**src/rtl/uart_pkg.sv**
```systemverilog
// Shared UART definitions: FSM state encoding, default frame geometry and
// small helpers used by both the receive and transmit paths.
package uart_pkg;

    typedef enum logic [2:0] {
        IDLE   = 3'd0,
        START  = 3'd1,
        DATA   = 3'd2,
        PARITY = 3'd3,
        STOP   = 3'd4
    } uart_state_t;

    localparam int UART_OVERSAMPLE = 16;
    localparam int UART_DATA_BITS  = 8;

    function automatic logic majority3(input logic a, input logic b, input logic c);
        return (a & b) | (a & c) | (b & c);
    endfunction

endpackage

```
**src/rtl/uart_rx_deserializer_if.sv**
```systemverilog
// Receive-side byte interface between the UART deserializer and its consumer.
interface uart_rx_deserializer_if
    import uart_pkg::*;
#(
    parameter int DATA_BITS = UART_DATA_BITS
);

    // Handshake: a byte transfers on every clk edge where rx_valid && rx_ready.
    // The master holds rx_data and the error flags stable while rx_valid is high
    // and the byte has not been taken; rx_ready may be driven independently of
    // rx_valid. overrun_err is a side-band 1-clk pulse outside the handshake.
    logic [DATA_BITS-1:0] rx_data;
    logic                 rx_valid;
    logic                 rx_ready;
    logic                 parity_err;
    logic                 frame_err;
    logic                 overrun_err;

    modport master (
        output rx_data,
        output rx_valid,
        output parity_err,
        output frame_err,
        output overrun_err,
        input  rx_ready
    );

    modport slave (
        input  rx_data,
        input  rx_valid,
        input  parity_err,
        input  frame_err,
        input  overrun_err,
        output rx_ready
    );

endinterface

```
**src/rtl/uart_rx_sync.sv**
```systemverilog
// Two-flop synchroniser for the asynchronous rx line; resets to the idle (high) level.
module uart_rx_sync (
    input  logic clk,
    input  logic rst,
    input  logic d,
    output logic q
);

    logic meta;

    always_ff @(posedge clk) begin
        if (rst) begin
            meta <= 1'b1;
            q    <= 1'b1;
        end else begin
            meta <= d;
            q    <= meta;
        end
    end

endmodule

```
**src/rtl/uart_rx_deserializer.sv**
```systemverilog
// UART receiver: start-bit qualification, mid-bit majority sampling, LSB-first
// shifting, parity/stop checking and a single-entry holding register.
module uart_rx_deserializer
    import uart_pkg::*;
#(
    parameter int DATA_BITS  = UART_DATA_BITS,
    parameter int OVERSAMPLE = UART_OVERSAMPLE
) (
    input  logic                   clk,
    input  logic                   rst,
    input  logic                   sample_tick,
    input  logic                   rx_in,
    input  logic                   parity_en,
    input  logic                   parity_odd,
    uart_rx_deserializer_if.master rx_bus,
    output uart_state_t            dbg_state
);

    localparam int TW = $clog2(OVERSAMPLE);
    localparam int BW = (DATA_BITS > 1) ? $clog2(DATA_BITS) : 1;

    localparam logic [TW-1:0] T_PRE  = TW'(OVERSAMPLE / 2 - 1);
    localparam logic [TW-1:0] T_MID  = TW'(OVERSAMPLE / 2);
    localparam logic [TW-1:0] T_RES  = TW'(OVERSAMPLE / 2 + 1);
    localparam logic [TW-1:0] T_LAST = TW'(OVERSAMPLE - 1);
    localparam logic [BW-1:0] B_LAST = BW'(DATA_BITS - 1);

    logic                 rx_s;
    uart_state_t          state_q;
    uart_state_t          state_d;
    logic [TW-1:0]        tick_cnt_q;
    logic [BW-1:0]        bit_cnt_q;
    logic [DATA_BITS-1:0] shift_q;
    logic [1:0]           smp_q;
    logic                 par_en_q;
    logic                 par_odd_q;
    logic                 par_err_q;

    logic                 resolve;
    logic                 bit_end;
    logic                 bit_val;
    logic                 commit;

    logic [DATA_BITS-1:0] hold_data_q;
    logic                 hold_valid_q;
    logic                 hold_perr_q;
    logic                 hold_ferr_q;
    logic                 overrun_q;

    uart_rx_sync u_sync (
        .clk (clk),
        .rst (rst),
        .d   (rx_in),
        .q   (rx_s)
    );

    assign resolve = sample_tick && (tick_cnt_q == T_RES);
    assign bit_end = sample_tick && (tick_cnt_q == T_LAST);
    assign bit_val = majority3(smp_q[0], smp_q[1], rx_s);

    // ------------------------------------------------------------------
    // FSM
    // ------------------------------------------------------------------
    always_ff @(posedge clk) begin
        if (rst) begin
            state_q <= IDLE;
        end else begin
            state_q <= state_d;
        end
    end

    always_comb begin
        state_d = state_q;
        commit  = 1'b0;
        case (state_q)
            IDLE: begin
                if (sample_tick && !rx_s) begin
                    state_d = START;
                end
            end
            START: begin
                // A start bit that votes high at mid-bit was noise.
                if (resolve && bit_val) begin
                    state_d = IDLE;
                end else if (bit_end) begin
                    state_d = DATA;
                end
            end
            DATA: begin
                if (bit_end && (bit_cnt_q == B_LAST)) begin
                    state_d = par_en_q ? PARITY : STOP;
                end
            end
            PARITY: begin
                if (bit_end) begin
                    state_d = STOP;
                end
            end
            STOP: begin
                // Leave at mid-stop so a start edge right after stop is not missed.
                if (resolve) begin
                    state_d = IDLE;
                    commit  = 1'b1;
                end
            end
            default: begin
                state_d = IDLE;
            end
        endcase
    end

    // ------------------------------------------------------------------
    // Bit timing, sampling and shift register
    // ------------------------------------------------------------------
    always_ff @(posedge clk) begin
        if (rst) begin
            tick_cnt_q <= '0;
            bit_cnt_q  <= '0;
            shift_q    <= '0;
            smp_q      <= 2'b11;
            par_en_q   <= 1'b0;
            par_odd_q  <= 1'b0;
            par_err_q  <= 1'b0;
        end else if (sample_tick) begin
            if (state_q == IDLE) begin
                tick_cnt_q <= '0;
                bit_cnt_q  <= '0;
                if (!rx_s) begin
                    par_en_q  <= parity_en;
                    par_odd_q <= parity_odd;
                    par_err_q <= 1'b0;
                end
            end else begin
                tick_cnt_q <= (tick_cnt_q == T_LAST) ? '0 : tick_cnt_q + 1'b1;
                if (tick_cnt_q == T_PRE) begin
                    smp_q[0] <= rx_s;
                end
                if (tick_cnt_q == T_MID) begin
                    smp_q[1] <= rx_s;
                end
                // Right shift so the first bit received ends up in bit 0.
                if (resolve && (state_q == DATA)) begin
                    shift_q <= {bit_val, shift_q[DATA_BITS-1:1]};
                end
                if (resolve && (state_q == PARITY)) begin
                    par_err_q <= ((^shift_q) ^ bit_val) != par_odd_q;
                end
                if ((state_q == DATA) && bit_end) begin
                    bit_cnt_q <= (bit_cnt_q == B_LAST) ? '0 : bit_cnt_q + 1'b1;
                end
            end
        end
    end

    // ------------------------------------------------------------------
    // Holding register and handshake
    // ------------------------------------------------------------------
    always_ff @(posedge clk) begin
        if (rst) begin
            hold_data_q  <= '0;
            hold_valid_q <= 1'b0;
            hold_perr_q  <= 1'b0;
            hold_ferr_q  <= 1'b0;
            overrun_q    <= 1'b0;
        end else begin
            overrun_q <= 1'b0;
            if (commit) begin
                // A byte leaving in this same cycle frees the slot for the new one.
                if (!hold_valid_q || rx_bus.rx_ready) begin
                    hold_data_q  <= shift_q;
                    hold_valid_q <= 1'b1;
                    hold_perr_q  <= par_en_q & par_err_q;
                    hold_ferr_q  <= !bit_val;
                end else begin
                    overrun_q <= 1'b1;
                end
            end else if (hold_valid_q && rx_bus.rx_ready) begin
                hold_valid_q <= 1'b0;
                hold_perr_q  <= 1'b0;
                hold_ferr_q  <= 1'b0;
            end
        end
    end

    assign rx_bus.rx_data     = hold_data_q;
    assign rx_bus.rx_valid    = hold_valid_q;
    assign rx_bus.parity_err  = hold_perr_q;
    assign rx_bus.frame_err   = hold_ferr_q;
    assign rx_bus.overrun_err = overrun_q;
    assign dbg_state          = state_q;

endmodule
```
**src/flat_wrapper.sv**
```systemverilog
// flat-port wrapper written by rule: the top's interface ports become plain ports
module uart_rx_deserializer_flat import uart_pkg::*;
#(
    parameter int DATA_BITS  = UART_DATA_BITS,
    parameter int OVERSAMPLE = UART_OVERSAMPLE
)
  (clk, rst, sample_tick, rx_in, parity_en, parity_odd, dbg_state, rx_bus_rx_data, rx_bus_rx_valid, rx_bus_parity_err, rx_bus_frame_err, rx_bus_overrun_err, rx_bus_rx_ready);
  uart_rx_deserializer_if #(.DATA_BITS(DATA_BITS)) rx_bus_i ();
  input  logic clk;
  input  logic rst;
  input  logic sample_tick;
  input  logic rx_in;
  input  logic parity_en;
  input  logic parity_odd;
  output uart_state_t dbg_state;
  output wire logic [$bits(rx_bus_i.rx_data)-1:0] rx_bus_rx_data;
  output wire logic [$bits(rx_bus_i.rx_valid)-1:0] rx_bus_rx_valid;
  output wire logic [$bits(rx_bus_i.parity_err)-1:0] rx_bus_parity_err;
  output wire logic [$bits(rx_bus_i.frame_err)-1:0] rx_bus_frame_err;
  output wire logic [$bits(rx_bus_i.overrun_err)-1:0] rx_bus_overrun_err;
  input wire logic [$bits(rx_bus_i.rx_ready)-1:0] rx_bus_rx_ready;
  assign rx_bus_rx_data = rx_bus_i.rx_data;
  assign rx_bus_rx_valid = rx_bus_i.rx_valid;
  assign rx_bus_parity_err = rx_bus_i.parity_err;
  assign rx_bus_frame_err = rx_bus_i.frame_err;
  assign rx_bus_overrun_err = rx_bus_i.overrun_err;
  assign rx_bus_i.rx_ready = rx_bus_rx_ready;
  uart_rx_deserializer #(.DATA_BITS(DATA_BITS), .OVERSAMPLE(OVERSAMPLE)) u_core (.clk(clk), .rst(rst), .sample_tick(sample_tick), .rx_in(rx_in), .parity_en(parity_en), .parity_odd(parity_odd), .rx_bus(rx_bus_i), .dbg_state(dbg_state));
endmodule
```
**config.mk**
```make
export PLATFORM = sky130hd
export DESIGN_NAME = uart_rx_deserializer_flat
export DESIGN_NICKNAME = d
export VERILOG_FILES = /design/src/rtl/uart_pkg.sv /design/src/rtl/uart_rx_deserializer_if.sv /design/src/rtl/uart_rx_sync.sv /design/src/rtl/uart_rx_deserializer.sv /design/src/flat_wrapper.sv
export SDC_FILE = /design/constraint.sdc
export NUM_CORES = 1
export LEC_CHECK = 0
export ABC_AREA = 1
export ABC_CLOCK_PERIOD_IN_PS = 1700
export CORE_AREA = 4 4 63 65
export CTS_CLUSTER_SIZE = 8
export DETAILED_ROUTE_END_ITERATION = 16
export DIE_AREA = 0 0 67 69
export GPL_ROUTABILITY_DRIVEN = 0
export GPL_TIMING_DRIVEN = 0
export PLACE_DENSITY_LB_ADDON = 0.12
export SLEW_MARGIN = 5
export SYNTH_ARGS = -nofsm -noshare
export SYNTH_HDL_FRONTEND = slang
export SYNTH_SLANG_ARGS = --single-unit
```
**constraint.sdc**
```tcl
create_clock -name clk -period 1.7 [get_ports clk]
set_input_delay 0.34 -clock clk [delete_from_list [all_inputs] [get_ports clk]]
set_output_delay 0.34 -clock clk [all_outputs]
set_load 0.005 [all_outputs]
```
==> results of run 1 <==
==> where the power goes <==
group / total, mW / leakage [nW] / switching (mW) / internal, mW
sequential: 0.964 / 0.301 / 0.0479 / 0.916
clock: 0.482 / 0.0314 / 0.287 / 0.195
combinational: 0.404 / 0.602 / 0.249 / 0.154
==> kinds of logic after synthesis <==
family / after synthesis
compound gates: 67
flops: 37
simple gates: 115
xor+xnor: 2
buf+inv: 38
fa+ha+maj: 5
==> worst paths after layout <==
kind,startpoint,endpoint,slack [ps],depth (start not counted)
max,u_core.dbg_state[0],dbg_state[0],70,1
min,u_core.u_sync.meta,u_core.u_sync.q,410,1
max reg2reg,u_core.tick_cnt_q[1],u_core.rx_bus.parity_err,120,9
min reg2reg,u_core.u_sync.meta,u_core.u_sync.q,410,1
==> repair_timing <==
action / in CTS / in global routing
buffers inserted: 0 / 1
pin swaps: 0 / 0
endpoints found under the setup margin: 1 / 12
hold buffers: 0 / 0
resized for setup: 1 / 8
==> final cells by class <==
cell class	count	area share [%]
multi-input combinational	189	43.2
inverter	32	5.47
clock buffer	7	2.51
tap	46	2.62
sequential	37	33.9
buffer	6	1.71
timing repair buffer	22	10.6
==> registers in the layout (all words and copies together) (netlist names), 2 cells and up <==
| name | flops |
|---|---|
| u_core.rx_bus.rx_data | 8 |
| u_core.shift_q | 8 |
| u_core.tick_cnt_q | 4 |
| u_core.bit_cnt_q | 3 |
| u_core.dbg_state | 3 |
| u_core.smp_q | 2 |
==> cell usage in the layout (no fill, tap or decap), types with 5 or more instances in the layout <==
master / synthesis / final
clkdlybuf4s50_1: 0 / 20
nand2_1: 66 / 66
dfxtp_1: 37 / 33
nor2_1: 19 / 18
clkbuf_4: 0 / 5
ha_1: 5 / 5
inv_1: 28 / 28
nor3_1: 5 / 5
a21oi_1: 32 / 31
nand3_1: 13 / 13
o21ai_0: 27 / 26
==> routing by layer <==
layer | global-route usage (%) | wire (um)
met1 | 25.3 | 1840
met2 | 29.8 | 1860
met3 | 4.55 | 212
met4 | 9.46 | 93
met5 | 0 | 0
==> per-stage QoR <==
stage	TNS (ps)	hold WS, ps	area, um2	setup WS [ps]
2_1_floorplan	0	389	1840	292
3_3_place_gp	-5520	399	2100	-303
3_5_place_dp	-5890	399	2100	-325
4_1_cts	0	423	2160	15.0
5_1_grt	-18.1	428	2200	-7.68
6_report	0	411	2200	66.9
==> flow_metrics.tcl, run 1 <==
set metrics [dict create \
    status "completed" \
    powerDensity_nw_per_um2 842 \
    drt_pre_antenna_iters 4 \
    finalWirelength_um 4010 \
    synth_top_family_by_area "simple AND/OR/NAND/NOR gates" \
    syn-num-nets 276 \
    nets 305 \
    clk_pin_slew_ps 110 \
    crit_path_end_kind "output port" \
    finish.utilization_pct 65.8 \
    grt_pass1_wl_um 7070 \
    synth_top_area_share_pct 40.4 \
    synth-compound-area-share_pct 19.6 \
    cts-root-buf "clkbuf_4" \
    report.power.total_mw 1.85 \
    grt_use_total_pct 19.5 \
    cp_cell_sequence "clkdlybuf4s50_1" \
    cap_viol_max_count 0 \
    synth_xor_area_share_pct 0.954 \
    drive_above_1_share_pct 11.3 \
    yosys.area.top_type "dfxtp_1" \
    overflow 0 \
    leakage_nw 0.934 \
    muxShareOfSynthArea_pct 0 \
    n_antenna_cell 0 \
    critical-path-max-stage-delay_ps 530 \
    tightest_slew_ps 493 \
    cts_max_level 2 \
    slew_violations 0 \
    syn_inst 264 \
    die_area_um2 4620 \
    async_reset_ff_share_pct 0 \
    postRouteAntennaNets 0 \
    dp_hpwl_um 2990 \
    die_h_um 69 \
    avgSynthCellArea_um2 6.95 \
    port_buffers 21 \
    critPathKind "flop to output port" \
    syn_area_um2 1840 \
    synthTopCellsByCount "66 x nand2_1, 37 x dfxtp_1, 32 x a21oi_1" \
    drcViolationCount 0 \
    cts.sinks 37 \
    post-route-period-util_pct 96.1 \
    synth_ff_type "dfxtp_1" \
    grt_pass1_vias 1621 \
    finalHoldViolCount 0 \
    drt-initial-drc-count 122 \
    cp.required_ps 1360 \
    start_util_pct 55.0 \
    multi_input_area_um2 948 \
    dp.cells 331 \
    synth_simple_gate_area_share_pct 27.1 \
    worstSetupStartpointType "flop" \
    cp_max_fo 4 \
    rows 21 \
    post_drt_wl_per_cell_um 11.8 \
    setup_violations 0 \
    synth_most_common_cell "nand2_1" \
    min_period_ps 1630 \
    antenna_found_initial 0 \
    synth_edf_count 0 \
    cts-buffers-inserted 5 \
    clk_path_buf_depth 2 \
    die_x_um 67 \
    final_cells 339 \
    yosysWarnings 0 \
    arrival_ps 1290 \
    vias 1760 \
    seq_area_frac_synth_pct 40.4 \
    hold_class "flop to flop" \
    crit_slowest_cell "clkdlybuf4s50_1" \
    synth.area.top_cells "dfxtp_1 40%, nand2_1 13%, a21oi_1 8.7%" \
    fillers 318 \
    viasPerCell 5.19 \
    path_buf_inv 1 \
    maxSlewHeadroom_pct 67.1 \
    ys_seq_elements 37 \
    max_freq_mhz 612 \
    cp_top_family "buffers and inverters" \
    areaGrowthSynthToFinish_pct 19.7 \
    synth_fa_ha_area_share_pct 3.41 \
    clk-insertion-delay-late_ps 350 \
    regArea_um2 746 \
    ios 22 \
    synth_cell_types 28 \
    finClkSkew_ps 13.3 \
    grt_max_degree 11 \
    cts_tree "yes" \
    core_area_um2 3340 \
    peakVddDrop_mv 0.461 \
]
Power figures use the tool's default switching activity.
==> inputs of run 2 (changes only) <==
--- a/config.mk
+++ b/config.mk
@@ -7,13 +7,16 @@
 export LEC_CHECK = 0
 export ABC_AREA = 1
 export ABC_CLOCK_PERIOD_IN_PS = 1700
-export CORE_AREA = 4 4 63 65
+export CELL_PAD_IN_SITES_DETAIL_PLACEMENT = 2
+export CELL_PAD_IN_SITES_GLOBAL_PLACEMENT = 2
+export CORE_AREA = 4 4 84 86
 export CTS_CLUSTER_SIZE = 8
 export DETAILED_ROUTE_END_ITERATION = 16
-export DIE_AREA = 0 0 67 69
+export DIE_AREA = 0 0 88 90
 export GPL_ROUTABILITY_DRIVEN = 0
 export GPL_TIMING_DRIVEN = 0
 export PLACE_DENSITY_LB_ADDON = 0.12
+export SETUP_SLACK_MARGIN = 0.5
 export SLEW_MARGIN = 5
 export SYNTH_ARGS = -nofsm -noshare
 export SYNTH_HDL_FRONTEND = slang
==> flow_metrics.tcl, run 2 (synthesis results as in run 1) <==
set metrics [dict create \
    status "completed" \
    cts_tree "yes" \
    start_util_pct 29.2 \
    finClkSkew_ps 11.0 \
    finish.utilization_pct 45.7 \
    max_freq_mhz 649 \
    cts-buffers-inserted 5 \
    final_cells 409 \
    core_area_um2 6280 \
    cap_viol_max_count 0 \
    peakVddDrop_mv 0.451 \
    slew_violations 0 \
    clk_pin_slew_ps 90 \
    fillers 713 \
    die_area_um2 7920 \
    reg2reg_depth 7 \
    cp_max_fo 5 \
    hold_depth 1 \
    dp_hpwl_um 4230 \
    powerDensity_nw_per_um2 892 \
    worstSetupStartpointType "flop" \
    cts.sinks 37 \
    holdBufCountCts 0 \
    rows 29 \
    ios 22 \
    die_h_um 90 \
    multi_input_area_um2 1180 \
    n_antenna_cell 0 \
    grt_pass1_vias 2244 \
    rsz0062_at_grt "yes" \
    drt_pre_antenna_iters 4 \
    cp.required_ps 1870 \
    setup_violations 0 \
    post-route-period-util_pct 90.7 \
    min_period_ps 1540 \
    cp-startpoint "u_core.dbg_state[0]" \
    postRouteAntennaNets 0 \
    arrival_ps 1720 \
    port_buffers 21 \
    finalHoldViolCount 0 \
    nets 344 \
    grt_use_total_pct 17.8 \
    hp-start "u_core.u_sync.meta" \
    layout_commonest_cell "nand2_1" \
    cts-root-buf "clkbuf_8" \
    overflow 0 \
    worstHoldEndpoint "u_core.u_sync.q" \
    leakage_nw 1.22 \
    cts_max_level 2 \
    clk_path_buf_depth 2 \
    timing.rr.end "u_core.par_err_q" \
    crit_path_end_kind "flop" \
    dp.cells 362 \
    tightest_slew_ps 351 \
    areaGrowthSynthToFinish_pct 56.2 \
    drt-initial-drc-count 41 \
    rr_startpoint "u_core.dbg_state[0]" \
    placed_area_um2 2210 \
    clk-insertion-delay-late_ps 290 \
    regArea_um2 782 \
    die_x_um 88 \
    report.power.total_mw 2.56 \
    fin_area_um2 2870 \
    antenna_found_initial 0 \
    layout_common_cells "61 x nand2_1, 33 x buf_4, 22 x a21oi_1" \
    vias 2043 \
    grt_max_degree 11 \
    grt_pass1_wl_um 11300 \
    finalWirelength_um 7280 \
    hold_class "flop to flop" \
    maxSlewHeadroom_pct 76.4 \
    viasPerCell 5.00 \
    ff2ff_setup_slack_ps 160 \
    post_drt_wl_per_cell_um 17.8 \
    worst_hold_slack_ps 415 \
    drive_above_1_share_pct 45.8 \
    critPathKind "flop to flop" \
    drcViolationCount 0 \
]
## run 2: cell count changes in the layout (fill, tap and decap cells not counted), moves of 10 or more
cell	before	now
buf_4	2	33
o21ai_0	26	4
dfxtp_1	33	16
o21ai_2	0	16
clkdlybuf4s50_1	20	5
dfxtp_2	4	15
buf_6	1	11
## run 2: cell type report
| class | instances | share of cell area (%) |
|---|---|---|
| multi-input combinational | 189 | 41.1 |
| sequential | 37 | 27.3 |
| timing repair buffer | 61 | 17.8 |
| tap | 77 | 3.36 |
| inverter | 32 | 5.02 |
| clock buffer | 7 | 3.01 |
| buffer | 6 | 2.40 |
## run 2: stage by stage
step | setup TNS (ps) | worst slack, ps
finish | 0 | 159
detailed placement | -7260 | -379
global placement | -7160 | -359
floorplan | 0 | 372
CTS | 0 | 247
global route | 0 | 63.0
## run 2: power by group
part           internal (mW)  leakage (nW)  switching [mW]
combinational          0.423         0.862           0.497
clock                  0.323        0.0443           0.332
sequential             0.924         0.311          0.0587
total                   1.67          1.22           0.888
## run 2: how the worst max path moves through the flow
stage / to / slack (ps)
after global routing: u_core.par_err_q / 60
after detailed placement: u_core.dbg_state[1] / -380
final: u_core.par_err_q / 160
after global placement: u_core.dbg_state[1] / -360
after CTS: u_core.rx_bus.parity_err / 250
after floorplan: u_core.rx_bus.parity_err / 370
## run 2: critical path: stages (launching register included)
cell	delay, ps
dfxtp_4	380
clkinvlp_4	160
nor3_2	340
nand2_1	170
nor2_1	170
o21ai_1	80
nand2_1	80
a21oi_1	50
## run 2: per-layer routing
metal / up-vias / share of wire, % / wire [um] / GRT usage [%]
met5: - / 0 / 0 / 0
met4: 0 / 1.0 / 73 / 4.22
met3: 8 / 2.0 / 143 / 2.93
met2: 28 / 55 / 4030 / 33.4
met1: 1012 / 42 / 3040 / 20.4
li1: 995 / - / - / -
## run 2: repair_timing
item | 4_1_cts | 5_1_grt
resized for setup | 135 | 34
endpoints found under the setup margin | 51 | 45
setup buffers | 25 | 13
gates cloned | 2 | 0
pin swaps | 12 | 9
